## src/rtl/mem_bus_pkg.sv

```systemverilog
// Shared types and constants for the CPU memory-bus decoder.
package mem_bus_pkg;

  typedef enum logic [1:0] {
    IDLE = 2'd0,
    WAIT = 2'd1,
    ACK  = 2'd2
  } bus_state_e;

  // Width of one per-slave wait-state field in WAIT_CYCLES.
  localparam int WAIT_FIELD_W = 4;

  // Width of the slave-ready timeout counter.
  localparam int TIMER_W = 8;

  // Read data returned to the CPU on an error completion.
  localparam logic [31:0] ERR_DATA_DEFAULT = 32'hDEAD_BEEF;

endpackage

```

## src/rtl/mem_bus_addr_decode.sv

```systemverilog
// Region decode: turns the address select field into a mapped flag and a
// one-hot slave vector. Pure combinational so the top-level memory map can
// reuse it.
module mem_bus_addr_decode
  import mem_bus_pkg::*;
#(
  parameter int NUM_SLAVES = 4,
  parameter int SEL_WIDTH  = 4
) (
  input  logic [SEL_WIDTH-1:0]  region,
  output logic [SEL_WIDTH-1:0]  sel,
  output logic                  mapped,
  output logic [NUM_SLAVES-1:0] onehot
);

  assign sel    = region;
  assign mapped = (int'(region) < NUM_SLAVES);

  // One-hot select; all zero for an unmapped region.
  always_comb begin
    onehot = '0;
    for (int i = 0; i < NUM_SLAVES; i++) begin
      onehot[i] = mapped && (int'(region) == i);
    end
  end

endmodule

```

## src/rtl/mem_bus_decoder.sv

```systemverilog
// Memory-bus decoder and ready generator between the CPU native memory
// interface and NUM_SLAVES peripheral slaves. Each slave completes after a
// fixed number of wait cycles or on its own ready (with timeout); unmapped
// and timed-out accesses complete with a bus error.
module mem_bus_decoder
  import mem_bus_pkg::*;
#(
  parameter int                                    NUM_SLAVES  = 4,
  parameter int                                    SEL_LSB     = 12,
  parameter int                                    SEL_WIDTH   = 4,
  parameter logic [WAIT_FIELD_W*NUM_SLAVES-1:0]    WAIT_CYCLES = '0,
  parameter logic [NUM_SLAVES-1:0]                 EXT_READY   = '0,
  parameter int                                    TIMEOUT     = 255,
  parameter logic [31:0]                           ERR_DATA    = ERR_DATA_DEFAULT
) (
  input  logic                     clk,
  input  logic                     rst,
  input  logic                     mem_valid,
  input  logic [31:0]              mem_addr,
  input  logic [3:0]               mem_wstrb,
  output logic                     mem_ready,
  output logic [31:0]              mem_rdata,
  output logic [NUM_SLAVES-1:0]    slv_cs,
  output logic [4*NUM_SLAVES-1:0]  slv_wstrb,
  input  logic [32*NUM_SLAVES-1:0] slv_rdata,
  input  logic [NUM_SLAVES-1:0]    slv_ready,
  output logic                     bus_err,
  output logic [31:0]              err_addr
);

  localparam logic [TIMER_W-1:0] TIMER_LAST = TIMER_W'(TIMEOUT - 1);

  bus_state_e                state;
  logic [SEL_WIDTH-1:0]      sel_q;
  logic [31:0]               addr_q;
  logic                      ext_q;
  logic [WAIT_FIELD_W-1:0]   cnt;
  logic [TIMER_W-1:0]        timer;

  logic [SEL_WIDTH-1:0]      dec_sel;
  logic                      dec_mapped;
  logic [NUM_SLAVES-1:0]     dec_onehot;

  logic [WAIT_FIELD_W-1:0]   wait_sel;
  logic                      ext_sel;
  logic                      ready_sel;
  logic [31:0]               rdata_sel;

  mem_bus_addr_decode #(
    .NUM_SLAVES (NUM_SLAVES),
    .SEL_WIDTH  (SEL_WIDTH)
  ) u_addr_decode (
    .region (mem_addr[SEL_LSB +: SEL_WIDTH]),
    .sel    (dec_sel),
    .mapped (dec_mapped),
    .onehot (dec_onehot)
  );

  // Per-slave attributes of the incoming request (current address decode).
  always_comb begin
    wait_sel = '0;
    ext_sel  = 1'b0;
    for (int i = 0; i < NUM_SLAVES; i++) begin
      if (dec_onehot[i]) begin
        wait_sel = WAIT_CYCLES[WAIT_FIELD_W*i +: WAIT_FIELD_W];
        ext_sel  = EXT_READY[i];
      end
    end
  end

  // Ready and read data of the slave latched at accept time.
  always_comb begin
    ready_sel = 1'b0;
    rdata_sel = '0;
    for (int i = 0; i < NUM_SLAVES; i++) begin
      if (int'(sel_q) == i) begin
        ready_sel = slv_ready[i];
        rdata_sel = slv_rdata[32*i +: 32];
      end
    end
  end

  // Chip selects drop during ACK so a slave never sees the next cycle's
  // request as a continuation of the one just completed.
  always_comb begin
    slv_cs    = (mem_valid && (state != ACK)) ? dec_onehot : '0;
    slv_wstrb = '0;
    for (int i = 0; i < NUM_SLAVES; i++) begin
      slv_wstrb[4*i +: 4] = slv_cs[i] ? mem_wstrb : 4'h0;
    end
  end

  // Read data is only meaningful in the ACK cycle.
  always_comb begin
    mem_rdata = '0;
    if (state == ACK) begin
      mem_rdata = bus_err ? ERR_DATA : rdata_sel;
    end
  end

  // Access sequencer: accept, wait (counter or slave ready), acknowledge.
  always_ff @(posedge clk or posedge rst) begin
    if (rst) begin
      state     <= IDLE;
      mem_ready <= 1'b0;
      bus_err   <= 1'b0;
      err_addr  <= '0;
      sel_q     <= '0;
      addr_q    <= '0;
      ext_q     <= 1'b0;
      cnt       <= '0;
      timer     <= '0;
    end else begin
      mem_ready <= 1'b0;
      bus_err   <= 1'b0;
      case (state)
        IDLE: begin
          if (mem_valid) begin
            sel_q  <= dec_sel;
            addr_q <= mem_addr;
            ext_q  <= 1'b0;
            timer  <= '0;
            if (!dec_mapped) begin
              state     <= ACK;
              mem_ready <= 1'b1;
              bus_err   <= 1'b1;
              err_addr  <= mem_addr;
            end else if (ext_sel) begin
              ext_q <= 1'b1;
              state <= WAIT;
            end else if (wait_sel == '0) begin
              state     <= ACK;
              mem_ready <= 1'b1;
            end else begin
              cnt   <= wait_sel - 1'b1;
              state <= WAIT;
            end
          end
        end
        WAIT: begin
          if (!mem_valid) begin
            state <= IDLE;
          end else if (ext_q) begin
            // Slave ready wins over a coincident timeout.
            if (ready_sel) begin
              state     <= ACK;
              mem_ready <= 1'b1;
            end else if (timer == TIMER_LAST) begin
              state     <= ACK;
              mem_ready <= 1'b1;
              bus_err   <= 1'b1;
              err_addr  <= addr_q;
            end else begin
              timer <= timer + 1'b1;
            end
          end else if (cnt == '0) begin
            state     <= ACK;
            mem_ready <= 1'b1;
          end else begin
            cnt <= cnt - 1'b1;
          end
        end
        ACK: begin
          state <= IDLE;
        end
        default: begin
          state <= IDLE;
        end
      endcase
    end
  end

endmodule

```

## config.mk

```make
export PLATFORM = sky130hd
export DESIGN_NAME = mem_bus_decoder
export DESIGN_NICKNAME = d
export VERILOG_FILES = /design/src/rtl/mem_bus_pkg.sv /design/src/rtl/mem_bus_addr_decode.sv /design/src/rtl/mem_bus_decoder.sv
export SDC_FILE = /design/constraint.sdc
export NUM_CORES = 1
export LEC_CHECK = 0
export ABC_CLOCK_PERIOD_IN_PS = 3150
export BUFFER_PORTS_ARGS = -buffer_cell sky130_fd_sc_hd__buf_2
export CAP_MARGIN = 20
export CORE_AREA = 2 2 100 102
export CTS_CLUSTER_SIZE = 30
export DETAILED_ROUTE_END_ITERATION = 10
export DIE_AREA = 0 0 102 104
export PLACE_DENSITY = 0.68
export SYNTH_ARGS = -nofsm -noshare
export SYNTH_HDL_FRONTEND = slang
export SYNTH_SLANG_ARGS = --single-unit
```

## constraint.sdc

```tcl
create_clock -name clk -period 3.15 [get_ports clk]
set_input_delay 0.315 -clock clk [delete_from_list [all_inputs] [get_ports clk]]
set_output_delay 0.315 -clock clk [all_outputs]
set_load 0.05 [all_outputs]
```

After elaboration in Yosys (flattened, before gate mapping)
Cells that the tools add are included. W data, S select, Z words.

Add/sub/neg operators: 1. Equal/unequal tests: 17. Div/mod/pow operators: 0. Shift-type cells: 0. Reductions and logical operators: 15. $lt $le $gt $ge: 1. Bitwise logic cells: 2. Muxes and demuxes: 31. $mul: 0.

Operators with widths (number): $mux W32 (9); $mux W4 (5); $eq A4 B3 Y1 const B (4); $mux W8 (2); $ne A2 B2 Y1 const B (7); $logic_not A4 Y1 (3); $mux W1 (10); $eq A4 B2 Y1 const B (2); $eq A8 B8 Y1 const B (1); $reduce_and A7 Y1 (1); $mux W2 (3); $reduce_and A6 Y1 (1); $logic_and A1 B1 Y1 (5); $lt A4 B3 Y1 const B (1); $pmux W2 S2 (1); $reduce_and A2 Y1 (2); $sub A4 B1 Y4 const B (1); $ne A3 B3 Y1 const B (1); $reduce_and A3 Y1 (1); $eq A2 B1 Y1 const B (1); $eq A2 B2 Y1 const B (1); $logic_not A2 Y1 (1); $not A1 Y1 (2); $pmux W1 S2 (1); $reduce_bool A2 Y1 (1).

Bits of input ports: 171. Memories: 0. Logic and storage cells: 74. Latch bits: 0. RAM bits: 0. Bits in read-only memories: 0. Output and inout bits: 86. Bits in registers: 52.

Depth between registers and ports, before layout
Depth in word-level cells: 7. Mapped depth: 6.

By module
From an unflattened synthesis, not the netlist that was laid out.

Cells, all modules: 289. Area total of the unflattened synthesis: 2865.2 um^2.

By module, submodules not included: mem_bus_decoder (times used 1, sequential area each 975.9 um^2, cells an instance 280, area each 2795.2 um^2); mem_bus_addr_decode (times used 1, sequential area each 0.0 um^2, cells an instance 9, area each 70.1 um^2).

Worst setup path after synthesis
Ideal clock, no wire load.

Kind: register to output. Start: register bus_err. End: output port mem_rdata[21]. Slack: 584 ps. Cell stages (with the launch flop): 5. Path buffers: 2. Arrival time: 2251 ps. Cell sequence: dfrtp_1 -> buf_1 -> buf_2 -> a21oi_1 -> a21boi_0.

Word-level cells in the longest chain between the ends: 2.

Ends and longest elaborated chain: start, declared (line mem_bus_decoder.sv:27) `output logic bus_err,`; start signal, assigned (line mem_bus_decoder.sv:106) `bus_err <= 1'b0;`; start signal, assigned (line mem_bus_decoder.sv:115) `bus_err <= 1'b0;`; start signal, assigned (line mem_bus_decoder.sv:126) `bus_err <= 1'b1;`; $mux W32 (line mem_bus_decoder.sv:97) `mem_rdata = bus_err ? ERR_DATA : rdata_sel;`; $mux W32 (line mem_bus_decoder.sv:96) `if (state == ACK) begin`; end, declared (line mem_bus_decoder.sv:22) `output logic [31:0] mem_rdata,`.

Every way passes these cells.

Worst setup path in the final report
Start: register sel_q[1]. End: output port mem_rdata[6].

Word-level cells in the longest chain between the ends: 7. Elaborated cells between the ends (all ways): 10. Those cells by class: 3 x eq/ne; 6 x mux; 1 x reduce/logical.

Ends and longest elaborated chain: start, declared (line mem_bus_decoder.sv:34) `logic [SEL_WIDTH-1:0] sel_q;`; start signal, assigned (line mem_bus_decoder.sv:119) `sel_q <= dec_sel;`; $logic_not A4 Y1 (line mem_bus_decoder.sv:76) `if (int'(sel_q) == i) begin`; $mux W32 (3 in series) (line mem_bus_decoder.sv:76); $mux W32 * (line mem_bus_decoder.sv:76); $mux W32 * (line mem_bus_decoder.sv:97); $mux W32 * (line mem_bus_decoder.sv:96).

Every way passes the cells marked *; elsewhere a longest branch is shown, timed or not.

==> summary.txt <==
CTS
  – Inserted Clock Buffers: 5
  – CTS tree: done
  – Worst-path clk slew: 80 ps
  – Root Driver: clkbuf_8
  – Clock latency on the worst-skew pair: 290 ps
  – H-Tree Level Count: 2
  – CTS max path bufs: 2
  – Setup Buffers After CTS: 0
  – Post-cts sizing count: 0
  – # hold bufs at CTS: 0
  – Total clock sinks: 39

Cells and area
  – Finished Cell Area: 0.00428 mm2
  – Share of layout cells above drive strength 1: 0.575
  – Util after Layout: 0.449
  – Nets: 718
  – Ant. Diodes: 0
  – Layout Area Growth over Synthesis: 49.8%

STA
  – Fmax: 0.373 GHz
  – Tcrit/Tclk final: 0.852
  – Pins Over Slew Limit: 0
  – Hold Vio Cnt, Final: 0
  – PnR worst setup slack: 466 ps
  – Slew @ Worst Pin: 864 ps
  – Slew headroom: 0.424
  – Setup-failing EPs final: 0
  – Setup_tns: 0 ps
  – RSZ-0062 raised after global routing: no
  – Minimum clock period: 2680 ps
  – Setup Skew: 6.76 ps

Route
  – Wire per inst: 14.3 um
  – Via count: 3,194
  – Overall routed net length: 9.71 mm
  – DR iter-0 viols: 128
  – Final ANT Viol Nets: 0
  – DRC errors left: 0
  – Vias/cell: 4.69
  – First-pass DRT Iterations: 4

Synthesis
  – Dominant cells by area after synthesis: dfrtp_1 34%, mux2_2 15%, mux2i_1 5.6%
  – #FFs+latches synth: 39
  – Distinct cells, synth: 34
  – Syn nets: 476
  – Ys async rst share: 1.00
  – Sequential area share after synthesis: 0.341
  – Synth Warn #: 0
  – Yosys top cell area share: 0.341
  – Most common cell in the synthesized netlist: dfrtp_1
  – Post-Synthesis Cell Area: 0.00286 mm2
  – Synthesized instance count: 305
  – Area leader, netlist: dfrtp_1
  – Post-Syn Area per Cell: 9.38 um2
  – Top_reg_cell synth: dfrtp_1
  – Number of synthesized flops with an enable pin: 0
  – List of most frequent post-synthesis cells: 39 x dfrtp_1, 37 x mux2_2, 26 x nand2_1

Critical path
  – Crit-path slowest cell: nor4_4
  – CP top delay family: simple AND/OR/NAND/NOR gates
  – Crit path required time: 2830 ps
  – Worst Path Buf+Inv: 1
  – Crit-path max FO: 16
  – Critical Path, Cell by Cell: nor4_4 > a21oi_1 > a21boi_0 > buf_2
  – CP startpoint kind: register
  – Crit path largest cell delay: 740 ps
  – Setup crit end kind: output port
  – WS Path Type: register to output port
  – Arrival time at the worst endpoint: 2370 ps
  – Crit path from: sel_q[1]
  – R2R Path Start: state[1]

Place
  – Final GP Congestion: 0.791
  – Cell Area, Placed: 0.00417 mm2
  – IO buf count: 252
  – Dpl ws: 741 ps
  – DP Wirelength: 7.80 mm

Floorplanning
  – Die Area: 0.0106 mm2
  – Die W: 102 um
  – I/O pin total: 257
  – Initial Util: 0.300
  – Core ar.: 0.00955 mm2
  – Die H: 104 um
  – Core Rows: 36

Job
  – Max Cap Viol: 0

Pwr
  – Pwr dens: 484 mW/mm2
  – IR drop worst, VDD: 0.000403 V
  – Lkg Pwr: 0.00229 uW
  – Power Total: 2080 uW

GRT
  – Gr ovfl total: 0
  – Global-route wire length before repair: 14.7 mm
  – Number of global-route vias before repair: 3,136
  – Largest net degree at the start of global routing: 32
  – Total Routing Usage GR: 0.171
  – Initial antenna violation count: 0

Worst hold path
  – HP Class: primary input to async pin

Status
  – Status: finished, final reports clean
## placed cells by master, fill, tap and decap left out, types with 2 or more instances in the layout
master | synthesis | routed
clkbuf_8 | 0 | 5
nor3_1 | 8 | 8
nand2_1 | 26 | 26
a21boi_1 | 17 | 17
o22ai_1 | 8 | 8
mux2i_1 | 16 | 16
a2bb2oi_1 | 16 | 16
buf_4 | 8 | 6
a21boi_0 | 7 | 7
mux2_2 | 37 | 37
buf_2 | 4 | 252
nand3_1 | 8 | 8
inv_1 | 11 | 11
nor2_1 | 19 | 19
a21oi_1 | 24 | 24
o21ai_0 | 15 | 15
nor4b_4 | 2 | 2
and2_1 | 16 | 16
dfrtp_1 | 39 | 38
and3_1 | 2 | 2
## path summary, 6_finish.rpt
check	endpoint	slack, ps	depth (start not counted)
hold reg to reg	err_addr[14]	500	2
setup / recovery	mem_rdata[6]	470	4
max in group asynchronous	err_addr[6]	2290	3
setup reg to reg	err_addr[26]	920	3
hold / removal	err_addr[4]	120	2
min in group clk	err_addr[11]	240	2
## final cells by class
cell class | count | area [um2]
Timing Repair Buffer | 258 | 1310
Clock inverter | 3 | 43.8
Multi-Input combinational cell | 232 | 1680
Sequential cell | 39 | 977
Fill cell | 950 | 5270
Inverter | 11 | 41.3
Clock buffer | 5 | 68.8
Tap cell | 133 | 166
## power by group
part	total, uW	internal (uW)	switching [uW]
logic	1010	340	667
clock network	414	236	178
registers	654	582	71.2
total	2080	1160	917
## per-stage QoR
| step | hold slack [ps] | cells |
|---|---|---|
| after global routing | 181 | 681 |
| after detailed placement | 464 | 673 |
| final | 119 | 681 |
| after global placement | 447 | 673 |
| after CTS | 142 | 681 |
| after floorplan | 420 | 305 |
## registers in the layout (all words and copies together) (netlist names)
| name | count |
|---|---|
| sel_q | 4 |
| err_addr | 32 |
| bus_err | 1 |
| mem_ready | 1 |
| state | 1 |
## metal layers
metal	wire, um	up-vias	GRT usage
met4	125	0	0.0429
met5	0	-	0
met2	4940	166	0.315
met1	3810	1449	0.193
met3	840	12	0.0437
li1	-	1567	-
## worst reg2reg max path, stage by stage (launching register included)
cell and delay, ps:
dfrtp_1 690, nand2b_4 330, nor2_4 670, mux2_2 430
## cells by family (layout without fill, tap and decap cells)
family                 after synthesis  in the layout  synth area share
buffers and inverters               34            277            0.0713
flip-flops                          39             39             0.341
multiplexers                        54             54             0.206
AND/OR/NAND/NOR                     90             90             0.182
AO/OA/AOI/OAI                       88             88             0.199
(Power assumes the default switching activity.)
